--- src/rtl/useq_pkg.sv ---
// Shared widths, microword field positions and enums for the microprogram sequencer.
package useq_pkg;

    localparam int ADDR_W    = 5;
    localparam int WORD_W    = 23;
    localparam int CTRL_W    = 15;
    localparam int FLAG_W    = 3;
    localparam int ROM_DEPTH = 18;

    localparam int COND_MSB  = 22;
    localparam int COND_LSB  = 20;
    localparam int TGT_MSB   = 19;
    localparam int TGT_LSB   = 15;
    localparam int CTRL_MSB  = 14;

    typedef enum logic [2:0] {
        ALWAYS   = 3'b000,
        IF_F0    = 3'b001,
        IF_F1    = 3'b010,
        IF_F2    = 3'b011,
        ALWAYS_B = 3'b100,
        IFN_F0   = 3'b101,
        IFN_F1   = 3'b110,
        IFN_F2   = 3'b111
    } cond_e;

    typedef enum logic [1:0] {
        IDLE = 2'd0,
        RUN  = 2'd1,
        DONE = 2'd2
    } state_e;

    // Both unconditional encodings count as a jump, and as a halt when self-targeted.
    function automatic logic isUncond(input cond_e c);
        return (c == ALWAYS) || (c == ALWAYS_B);
    endfunction

endpackage

--- src/rtl/useq_next_addr.sv ---
// Combinational next-address logic: branch decision, halt detection and illegal-address check.
module useq_next_addr
    import useq_pkg::*;
#(
    parameter int AW    = ADDR_W,
    parameter int DEPTH = ROM_DEPTH
) (
    input  logic [2:0]    cond_i,
    input  logic [AW-1:0] target_i,
    input  logic [AW-1:0] upc_i,
    input  logic [2:0]    flags_i,
    output logic [AW-1:0] next_addr_o,
    output logic          halt_o,
    output logic          illegal_o
);

    localparam logic [AW:0] DEPTH_L = (AW+1)'(DEPTH);

    cond_e         condSel;
    logic          takeJump;
    logic [AW-1:0] nextAddr;

    assign condSel = cond_e'(cond_i);

    always_comb begin
        takeJump = 1'b0;
        case (condSel)
            ALWAYS, ALWAYS_B: takeJump = 1'b1;
            IF_F0:            takeJump = flags_i[0];
            IF_F1:            takeJump = flags_i[1];
            IF_F2:            takeJump = flags_i[2];
            IFN_F0:           takeJump = ~flags_i[0];
            IFN_F1:           takeJump = ~flags_i[1];
            IFN_F2:           takeJump = ~flags_i[2];
            default:          takeJump = 1'b0;
        endcase
    end

    // Sequential fall-through wraps modulo 2^AW; only the depth check can reject it.
    assign nextAddr    = takeJump ? target_i : (upc_i + AW'(1));
    assign next_addr_o = nextAddr;
    assign halt_o      = isUncond(condSel) && (target_i == upc_i);
    assign illegal_o   = ({1'b0, nextAddr} >= DEPTH_L);

endmodule

--- src/rtl/useq_sequencer.sv ---
// Microprogram sequencer driving the control ROM and issuing datapath control words.
// Optional step watchdog enabled by defining USEQ_WATCHDOG_EN.
module useq_sequencer
    import useq_pkg::*;
#(
    parameter int AW         = ADDR_W,
    parameter int DW         = WORD_W,
    parameter int DEPTH      = ROM_DEPTH,
    parameter int START_ADDR = 0
`ifdef USEQ_WATCHDOG_EN
    ,
    parameter int MAX_STEPS  = 255
`endif
) (
    input  logic          clk,
    input  logic          reset,
    input  logic          start,
    input  logic [2:0]    flags,
    output logic [AW-1:0] rom_addr,
    input  logic [DW-1:0] rom_data,
    output logic [14:0]   ctrl,
    output logic          busy,
    output logic          done,
    output logic          error
);

    localparam logic [AW-1:0] START_L = AW'(START_ADDR);

    state_e        state_q, state_d;
    logic [AW-1:0] upc_q, upc_d;
    logic          error_q, error_d;

    logic [AW-1:0] nextAddr;
    logic          halt;
    logic          illegal;
    logic          watchdogTrip;

    useq_next_addr #(
        .AW    (AW),
        .DEPTH (DEPTH)
    ) u_next_addr (
        .cond_i      (rom_data[COND_MSB:COND_LSB]),
        .target_i    (rom_data[TGT_MSB:TGT_LSB]),
        .upc_i       (upc_q),
        .flags_i     (flags),
        .next_addr_o (nextAddr),
        .halt_o      (halt),
        .illegal_o   (illegal)
    );

`ifdef USEQ_WATCHDOG_EN
    localparam logic [7:0] STEP_LIMIT = 8'(MAX_STEPS - 1);

    logic [7:0] steps_q, steps_d;

    // steps_q counts words already issued this run, so the limit trips on the last allowed word.
    assign watchdogTrip = (steps_q == STEP_LIMIT);

    always_ff @(posedge clk) begin
        if (reset) begin
            steps_q <= 8'd0;
        end else begin
            steps_q <= steps_d;
        end
    end

    always_comb begin
        steps_d = steps_q;
        if (state_q == RUN) begin
            steps_d = steps_q + 8'd1;
        end else if (start) begin
            steps_d = 8'd0;
        end
    end
`else
    assign watchdogTrip = 1'b0;
`endif

    always_ff @(posedge clk) begin
        if (reset) begin
            state_q <= IDLE;
            upc_q   <= START_L;
            error_q <= 1'b0;
        end else begin
            state_q <= state_d;
            upc_q   <= upc_d;
            error_q <= error_d;
        end
    end

    // A halt takes priority over both abnormal endings; upc is frozen when leaving RUN.
    always_comb begin
        state_d = state_q;
        upc_d   = upc_q;
        error_d = error_q;
        case (state_q)
            IDLE, DONE: begin
                if (start) begin
                    state_d = RUN;
                    upc_d   = START_L;
                    error_d = 1'b0;
                end
            end
            RUN: begin
                if (halt) begin
                    state_d = DONE;
                end else if (illegal || watchdogTrip) begin
                    state_d = DONE;
                    error_d = 1'b1;
                end else begin
                    upc_d = nextAddr;
                end
            end
            default: begin
                state_d = IDLE;
                upc_d   = START_L;
                error_d = 1'b0;
            end
        endcase
    end

    assign rom_addr = upc_q;
    assign busy     = ~reset && (state_q == RUN);
    assign done     = ~reset && (state_q == DONE);
    assign error    = done && error_q;
    assign ctrl     = busy ? rom_data[CTRL_MSB:0] : 15'd0;

endmodule

--- config.mk ---
export PLATFORM = sky130hd
export DESIGN_NAME = useq_sequencer
export DESIGN_NICKNAME = d
export VERILOG_FILES = /design/src/rtl/useq_pkg.sv /design/src/rtl/useq_next_addr.sv /design/src/rtl/useq_sequencer.sv
export SDC_FILE = /design/constraint.sdc
export NUM_CORES = 1
export LEC_CHECK = 0
export CORE_UTILIZATION = 33
export CTS_BUF_LIST = sky130_fd_sc_hd__clkbuf_8
export CTS_CLUSTER_DIAMETER = 120
export DETAILED_ROUTE_END_ITERATION = 7
export GPL_TIMING_DRIVEN = 0
export PLACE_DENSITY = 0.88
export REMOVE_ABC_BUFFERS = 1
export SLEW_MARGIN = 20
export SYNTH_ARGS = -nofsm -noshare
export SYNTH_HDL_FRONTEND = slang
export SYNTH_SLANG_ARGS = --single-unit
--- constraint.sdc ---
create_clock -name clk -period 1.9 [get_ports clk]
set_input_delay 0.19 -clock clk [delete_from_list [all_inputs] [get_ports clk]]
set_output_delay 0.19 -clock clk [all_outputs]
set_load 0.01 [all_outputs]
### Word-level counts from Yosys, hierarchy flattened

Index checks and enable logic that the tools add are counted.

* add/subtract/negate cells: 1
* $lt $le $gt $ge: 1
* eq/ne operators: 15
* multiplexer cells: 15
* bitwise logic cells: 4
* reductions and logical operators: 12

Operators with widths (number)
* $mux 5: 4
* $mux 15: 1
* $eq 3x3->1 const B: 4
* $pmux 5 s2: 1
* $ne 2x2->1 const B: 4
* $pmux 1 s7: 1
* $eq 3x2->1 const B: 2
* $mux 2: 3
* $reduce_and 3->1: 2
* $add 5x1->5 const B: 1
* $eq 5x5->1: 1
* $ge 5x5->1 const B: 1
* $logic_and 1x1->1: 4
* $not 1->1: 4
* $pmux 2 s2: 1
* $reduce_or 2->1: 2
* $eq 3x1->1 const B: 1
* $logic_not 3->1: 1
* $mux 1: 3
* $ne 3x3->1 const B: 1
* $eq 2x1->1 const B: 1
* $eq 2x2->1 const B: 1
* $logic_not 2->1: 1
* $pmux 1 s2: 1
* 2 further kinds: 2

* register bits after elaboration: 8
* input port bits: 29
* logic and storage cells: 51

### Logic depth before layout (Yosys ltp)

Gate-level depths: netlist (run 1).

* depth in word-level cells: 8
* gate-level depth with buffers: 8
* gate-level depth less buffers: 7

### By module

A second synthesis (run 1) with hierarchy kept.

* cell total of the unflattened synthesis: 84
* area, all modules: 732.0 um2

Modules (own cells, without submodules)
* useq_sequencer: times used 1, cells each 47, area an instance 435.4 um2, sequential area each 160.2 um2
* useq_next_addr: times used 1, cells each 37, area an instance 296.5 um2, sequential area each 0.0 um2

### Least setup slack after synthesis (run 1)

No wires, ideal clock.

* kind: register to register
* start point: register upc_q[0] (netlist: rom_addr[0])
* end point: register upc_q[2] (netlist: rom_addr[2])
* library setup time: 0.117 ns
* arrival: 1.840 ns
* path slack: -0.057 ns
* stages on the path, launching flop included: 8
* path buffers: 1
* clock period less this slack: 1.957 ns
* cell sequence: dfxtp_1 -> xnor2_1 -> nand4_1 -> or4_1 -> and3_1 -> buf_6 -> and2_4 -> a22o_1

* cells in the longest elaborated chain, start to end: 5

Ends and longest elaborated chain
* start, declared: line useq_sequencer.sv:30 `logic [AW-1:0] upc_q, upc_d;`
* start signal, assigned: line useq_sequencer.sv:86 `upc_q <= upc_d;`
* $add 5x1->5: line useq_next_addr.sv:40 `assign nextAddr = takeJump ? target_i : (upc_i + AW'(1));`
* $mux 5: line useq_next_addr.sv:40
* $ge 5x5->1 or $mux 5 (tied branches): line useq_next_addr.sv:43, useq_sequencer.sv:107
* $ne 2x2->1 (no line) or $mux 5 (tied branches)
* $reduce_and 3->1 (no line) or $pmux 5 s2 (tied branches)

Several ways; a longest one is shown, not always the timed one. The select of a mux whose other input is x is not followed.
A chain may end at the register's enable or synchronous reset.

### Worst setup path after layout (run 1)

* start point: register state_q[0]
* end point: output ctrl[10]

* cells in the longest elaborated chain, start to end: 3

Ends and longest elaborated chain
* start, declared: line useq_sequencer.sv:29 `state_e state_q, state_d;`
* start signal, assigned: line useq_sequencer.sv:85 `state_q <= state_d;`
* $eq 2x1->1: line useq_sequencer.sv:123 `assign busy = ~reset && (state_q == RUN);`
* $logic_and 1x1->1: line useq_sequencer.sv:123
* $mux 15: line useq_sequencer.sv:126 `assign ctrl = busy ? rom_data[CTRL_MSB:0] : 15'd0;`
* end, declared: line useq_sequencer.sv:21 `output logic [14:0] ctrl,`

No other way between the ends.

==> reports/metrics.cfg, run 1 <==
[logic_synthesis]
synthDistinctLibCells = 37
yosys_most_used_dff = sky130_fd_sc_hd__dfxtp_1
synth_area_per_cell_sq_um = 7.720
ff_latch_count_synth = 8
post_synth_instance_area_sq_um = 772.0
synth_cells = 100
synth_sequential_area_ratio_pct = 20.75
asyncSetResetFlopFracSynth_pct = 0
synth_edf_count = 0
yosys_warnings = 0

[power_and_ir_drop]
share_seq_of_total_power_pct = 30.7
clockPowerShare_pct = 32.4
worst_ir_drop_vdd_v = 0.0003825
static-leakage-power_nw = 0.7574
p_switching_w = 0.0001763
comb_power_share_pct = 36.8
p_int_w = 0.0004505
cellPowerDensity_nw_per_um2 = 426.0
power.switching_fraction_pct = 28.12

[route]
detail_route_antenna_nets = 0
vias = 938
drc = 0
detail_route.first_pass.iterations = 4
number_of_violations_reported_at_the_end_of_detailed_routing_iteration_0 = 8
route.final.wire_length_mm = 2.466
detail_route.wl_per_cell_um = 13.48
vias_per_cell = 5.126

[grt]
grt_usage_pct = 18.93
grt_first_pass_wirelength_mm = 3.732
grt_pass1_vias = 938
number_of_antenna_violations_at_the_first_check_in_global_routing = 0
grt_start_max_net_pins = 18
grt_overflow = 0

[timing]
clock.fmax_ghz = 0.5367
rsz_0062_raised_after_global_routing = yes
maxSlewViolCount = 0
worst_slack_ps = 36.83
worstMarginPinSlew_ps = 527.6
finalHoldViolCount = 0
period_share_pct = 98.06
final.min_clock_period_ps = 1863
relative_slew_slack_pct = 64.70
finalSetupViolations = 0
finClkSkew_ps = 2.336

[clock_tree]
cts_buffers = 3
cts_sinks = 8
tritoncts = done
clk_pin_slew_ps = 40
h-tree-depth = 1
cts-hold-fix-buffers = 0
insertion_delay_ps = 230
clock-root-buffer = sky130_fd_sc_hd__clkbuf_8
max-clock-path-buffers = 2

[die]
die_h_um = 50.37
placementRows = 17
die_area_sq_um = 2537
floorplan.core_area_sq_um = 2212
io-pin-count = 52
die_width_um = 50.37
start_util_pct = 34.90

[layout]
register_area_sq_um = 175.2
filler_cell_count = 199
layout_common_cells = 31 x sky130_fd_sc_hd__clkdlybuf4s50_1, 16 x sky130_fd_sc_hd__and2_1, 13 x sky130_fd_sc_hd__dlymetal6s2s_1, 7 x sky130_fd_sc_hd__nand2_1, 7 x sky130_fd_sc_hd__dlygate4sd2_1
fin_util_pct = 66.52
layout_commonest_cell = sky130_fd_sc_hd__clkdlybuf4s50_1
final_net_count = 187
layout-area-overhead-vs-synth_pct = 90.60
num_antenna_cells = 0
combined_area_of_the_multi_input_logic_cells_sq_um = 619.3
final_layout_size_suffix_gt1_share_pct = 17.42

[placement]
preCtsSetupSlack_ps = -383.2
place.detailed.hpwl_mm = 1.872
gp_congestion = 0.8822
place.port_buffers = 51

[flow_run]
maxCapViolCount = 0

[setup_path]
crit_path_max_fanout = 9
setup.worst_path.class = reg2out
cp-end-kind = output pin
worst-endpoint-required_ps = 1710
worstSetupStartpointType = register
critPathArrivalTime_ps = 1670

[worst_hold_path]
hold_path.class = in2reg

[run_status]
run_status = completed

[sequential cells by signal, indices dropped and copies added, names as in the netlist]
signal and cells:
error_q 1, rom_addr 5, state_q 2
[cell usage after synthesis (all sizes together), types with 2 or more instances]
| cell | instances | area share [%] |
|---|---|---|
| nand2 | 7 | 3.4 |
| a22o | 4 | 4.5 |
| a21oi | 5 | 3.2 |
| xor2 | 5 | 5.7 |
| o21ai | 5 | 3.2 |
| xnor2 | 5 | 6.6 |
| and3 | 3 | 3.1 |
| inv | 3 | 1.5 |
| nand2b | 5 | 4.1 |
| nor3 | 2 | 1.3 |
| clkbuf | 2 | 0.97 |
| o31ai | 2 | 1.9 |
| nand3 | 2 | 1.3 |
| o22ai | 2 | 1.6 |
| nor2b | 2 | 1.6 |
| buf | 2 | 2.9 |
| dfxtp | 8 | 21 |
| and2 | 17 | 14 |
| nor2 | 5 | 2.4 |
[critical path, cell delays in order, from the launching register on]
cell	delay, ps
sky130_fd_sc_hd__dfxtp_2	380
sky130_fd_sc_hd__nor2b_4	190
sky130_fd_sc_hd__nand2b_2	120
sky130_fd_sc_hd__clkinv_4	100
sky130_fd_sc_hd__and2_1	130
sky130_fd_sc_hd__clkdlybuf4s50_1	530
[worst paths after layout]
path	startpoint	end	slack, ps	depth (start not counted)
worst max register to register	rom_addr[0]	rom_addr[2]	70	6
worst min register to register	error_q	error_q	490	2
worst max-delay path	state_q[0]	ctrl[10]	40	5
worst min-delay path	reset	state_q[0]	430	2
[final cells by class]
type,instances,share of cell area (%)
clock buffers,3,2.806
inverters,3,1.105
multi-input cells,85,42.09
flip-flops and latches,8,11.90
well taps,28,2.381
repair buffers,56,39.71
[what timing repair did]
action / in CTS / in global routing
gates resized for setup: 25 / 18
buffers inserted: 1 / 4
gates cloned: 0 / 0
endpoints found under the setup margin: 23 / 19
pin swaps: 1 / 4
[power groups by stage]
stage / Combinational (W) / Clock (W) / Sequential, W
after floorplan: 0.0000931 / 0 / 0.000193
after global placement: 0.000207 / 0 / 0.000193
after detailed placement: 0.000211 / 0 / 0.000194
after CTS: 0.000220 / 0.000202 / 0.000193
after global routing: 0.000248 / 0.000208 / 0.000194
final: 0.000231 / 0.000203 / 0.000193
[kinds of logic (layout without fill, tap and decap cells)]
kind of cell	Yosys count	after routing	synth area share (%)
AND/OR/NAND/NOR	48	48	35.98
AO/OA/AOI/OAI	25	25	22.69
XOR/XNOR	10	10	12.32
flip-flops	8	8	20.75
buffers and inverters	7	62	5.349
adder cells (fa/ha/maj)	1	1	1.620
multiplexers	1	1	1.297
[per-layer routing]
layer | global-route usage [%] | vias to the layer above | part of all wire (%) | routed length, um
met1 | 19.38 | 420 | 40 | 976
met4 | 8.333 | 0 | 1.1 | 28
met5 | 0 | - | 0 | 0
li1 | - | 469 | - | -
met2 | 35.78 | 47 | 51 | 1262
met3 | 4.545 | 2 | 8.1 | 199
[metrics by stage]
stage                     instance area [sq um]  setup TNS, ps  hold WS (ps)  total power, W  cells
after floorplan                           742.0         -160.9         259.1       0.0002860     96
after global placement                     1287          -4283         454.3       0.0004008    175
after detailed placement                   1287          -5080         472.3       0.0004053    175
after CTS                                  1381              0         428.9       0.0006142    179
after global routing                       1471         -142.0         467.0       0.0006502    183
final                                      1471              0         427.2       0.0006268    183
No activity file was read; power rests on OpenSTA's default activity.
==> run 2: changes to the inputs <==
- CORE_UTILIZATION: 33 -> 36
- PLACE_DENSITY: 0.88 -> 0.91
- clock period: 1.9 -> 2 ns (I/O delays scaled with it)
==> run 2 against run 1 <==
Compared with the run above: cell count is 2.7% lower; via count decreased by 0.53%; critical endpoint is now ctrl[8]; sequential cell count did not move; utilization grew 2.7 points; final area decreased by 6.7%; critical path type unchanged; critical path depth unchanged; clock skew decreased by 1.6 ps.
==> reports/metrics.cfg, run 2 (synthesis results as in run 1) <==
[power_and_ir_drop]
worst_ir_drop_vdd_v = 0.0002250  ; -41%
cellPowerDensity_nw_per_um2 = 424.8  ; -0.28%
report.power.total_w = 0.0005830  ; -7.0%
static-leakage-power_nw = 0.5391  ; -29%

[setup_path]
critPathArrivalTime_ps = 1710  ; +40 ps
cp-end-kind = output pin
setup.worst_path.class = reg2out
worst-endpoint-required_ps = 1800  ; +90 ps
worstSetupStartpointType = register
crit_path_max_fanout = 17  ; +8
cell_with_the_largest_stage_delay_on_the_worst_path = sky130_fd_sc_hd__clkdlybuf4s50_1
path_delay_family = buffers and inverters
worstSetupStartpoint = state_q[0]
cpPeakStageDelay_ps = 540  ; about the same
timing.critical_path.buf_inv = 2  ; unchanged
source_of_the_worst_register_to_register_timing_path = rom_addr[1]
worstPathCellList = nor2b_4 > nand2b_2 > inv_6 > and2_1 > clkdlybuf4s50_1

[clock_tree]
insertion_delay_ps = 230  ; about the same
clock-root-buffer = sky130_fd_sc_hd__clkbuf_8
tritoncts = done
h-tree-depth = 1  ; unchanged
cts_sinks = 8  ; unchanged
cts-hold-fix-buffers = 0  ; unchanged
max-clock-path-buffers = 2  ; unchanged
clk_pin_slew_ps = 40  ; about the same
cts_buffers = 3  ; unchanged

[die]
start_util_pct = 38.95  ; +4.1 points
die_width_um = 48.31  ; -4.1%
die_area_sq_um = 2333  ; -8.0%
die_h_um = 48.31  ; -4.1%
io-pin-count = 52  ; unchanged
floorplan.core_area_sq_um = 1982  ; -10%
placementRows = 16  ; -1

[worst_hold_path]
worstHoldStart = rom_data[15]
hold_path.class = in2reg

[layout]
final_net_count = 183  ; -2.1%
fin_util_pct = 69.26  ; +2.7 points
layout_common_cells = 45 x sky130_fd_sc_hd__clkdlybuf4s50_1, 16 x sky130_fd_sc_hd__and2_1, 7 x sky130_fd_sc_hd__nand2_1
register_area_sq_um = 167.7  ; -4.3%
largest_reg_flops = 5  ; unchanged
layout-area-overhead-vs-synth_pct = 77.80
layout_commonest_cell = sky130_fd_sc_hd__clkdlybuf4s50_1
filler_cell_count = 156  ; -22%
combined_area_of_the_multi_input_logic_cells_sq_um = 588.1  ; -5.1%
num_antenna_cells = 0  ; unchanged
final_layout_size_suffix_gt1_share_pct = 11.26  ; -6.2 points

[grt]
number_of_antenna_violations_at_the_first_check_in_global_routing = 0  ; unchanged
grt_pass1_vias = 910  ; -3.0%
grt_overflow = 0  ; unchanged
grt_start_max_net_pins = 18  ; unchanged
grt_first_pass_wirelength_mm = 3.781  ; +1.3%
grt_usage_pct = 20.26  ; +1.3 points

[timing]
clock.fmax_ghz = 0.5246
period_share_pct = 95.31
maxSlewViolCount = 0  ; unchanged
worstMarginPinSlew_ps = 539.0  ; +11.37 ps
final.min_clock_period_ps = 1906
finalHoldViolCount = 0  ; unchanged
rsz_0062_raised_after_global_routing = no
finalSetupViolations = 0  ; unchanged
finClkSkew_ps = 0.7483  ; -1.588 ps
relative_slew_slack_pct = 63.94  ; -0.76 points

[placement]
gp_congestion = 0.8364  ; -5.2%
place.port_buffers = 51  ; unchanged
place.detailed.hpwl_mm = 1.793  ; -4.2%

[route]
detail_route.wl_per_cell_um = 12.94  ; -3.9%
vias = 933  ; -0.53%
detail_route_antenna_nets = 0  ; unchanged
number_of_violations_reported_at_the_end_of_detailed_routing_iteration_0 = 15  ; +7
detail_route.first_pass.iterations = 4  ; unchanged
route.final.wire_length_mm = 2.304  ; -6.6%
vias_per_cell = 5.242  ; +2.3%
drc = 0  ; unchanged

[run_status]
run_status = completed

[flow_run]
maxCapViolCount = 0  ; unchanged

[run 2: area by class of cell]
class / count / share of cell area, %
Clock buffer: 3 / 3.008
Inverter: 3 / 1.185
Multi-Input combinational cell: 85 / 42.84
Sequential cell: 8 / 12.22
Tap cell: 27 / 2.461
Timing Repair Buffer: 52 / 38.29
[run 2: final timing paths]
| check | to | slack, ps | depth (start not counted) |
|---|---|---|---|
| max reg2reg | rom_addr[3] | 120 | 7 |
| min | rom_addr[0] | 400 | 3 |
| max | ctrl[8] | 90 | 5 |
| min reg2reg | error_q | 480 | 2 |
[run 2: layer usage]
metal / vias up / GRT usage [%] / part of all wire (%)
li1: 460 / - / -
met2: 65 / 36.85 / 51
met5: - / 0 / 0
met1: 406 / 22.50 / 39
met3: 2 / 3.774 / 9.0
met4: 0 / 9.804 / 0.91
[run 2: power breakdown]
group	leakage [nW]	switching, W	internal (W)	total [W]
Clock	0.0216	0.0000618	0.000130	0.000192
Sequential	0.0671	0.0000144	0.000169	0.000183
Combinational	0.450	0.0000842	0.000124	0.000208
Total	0.539	0.000160	0.000423	0.000583
[run 2: worst reg2reg max path, cell delays in order (launching register included)]
cell and delay (ps):
sky130_fd_sc_hd__dfxtp_2 380, sky130_fd_sc_hd__ha_2 300, sky130_fd_sc_hd__o31ai_1 250, sky130_fd_sc_hd__a211oi_1 110
sky130_fd_sc_hd__o211ai_1 110, sky130_fd_sc_hd__and3_4 270, sky130_fd_sc_hd__o32ai_2 100, sky130_fd_sc_hd__a22o_1 240
[run 2: repair_timing]
item,in CTS,in global routing
pin swaps,0,1
endpoints found under the setup margin,21,7
buffers inserted,1,0
resized for setup,12,7
[run 2: stage by stage]
stage	instances	worst slack, ps	instance area (sq um)	setup TNS [ps]	hold WS (ps)
floorplan	96	44.16	742.0	0	269.1
global placement	174	-241.3	1286	-2263	450.0
detailed placement	174	-283.2	1286	-2958	466.3
CTS	178	17.81	1356	0	452.8
global route	178	4.740	1373	0	411.1
finish	178	93.73	1373	0	400.5
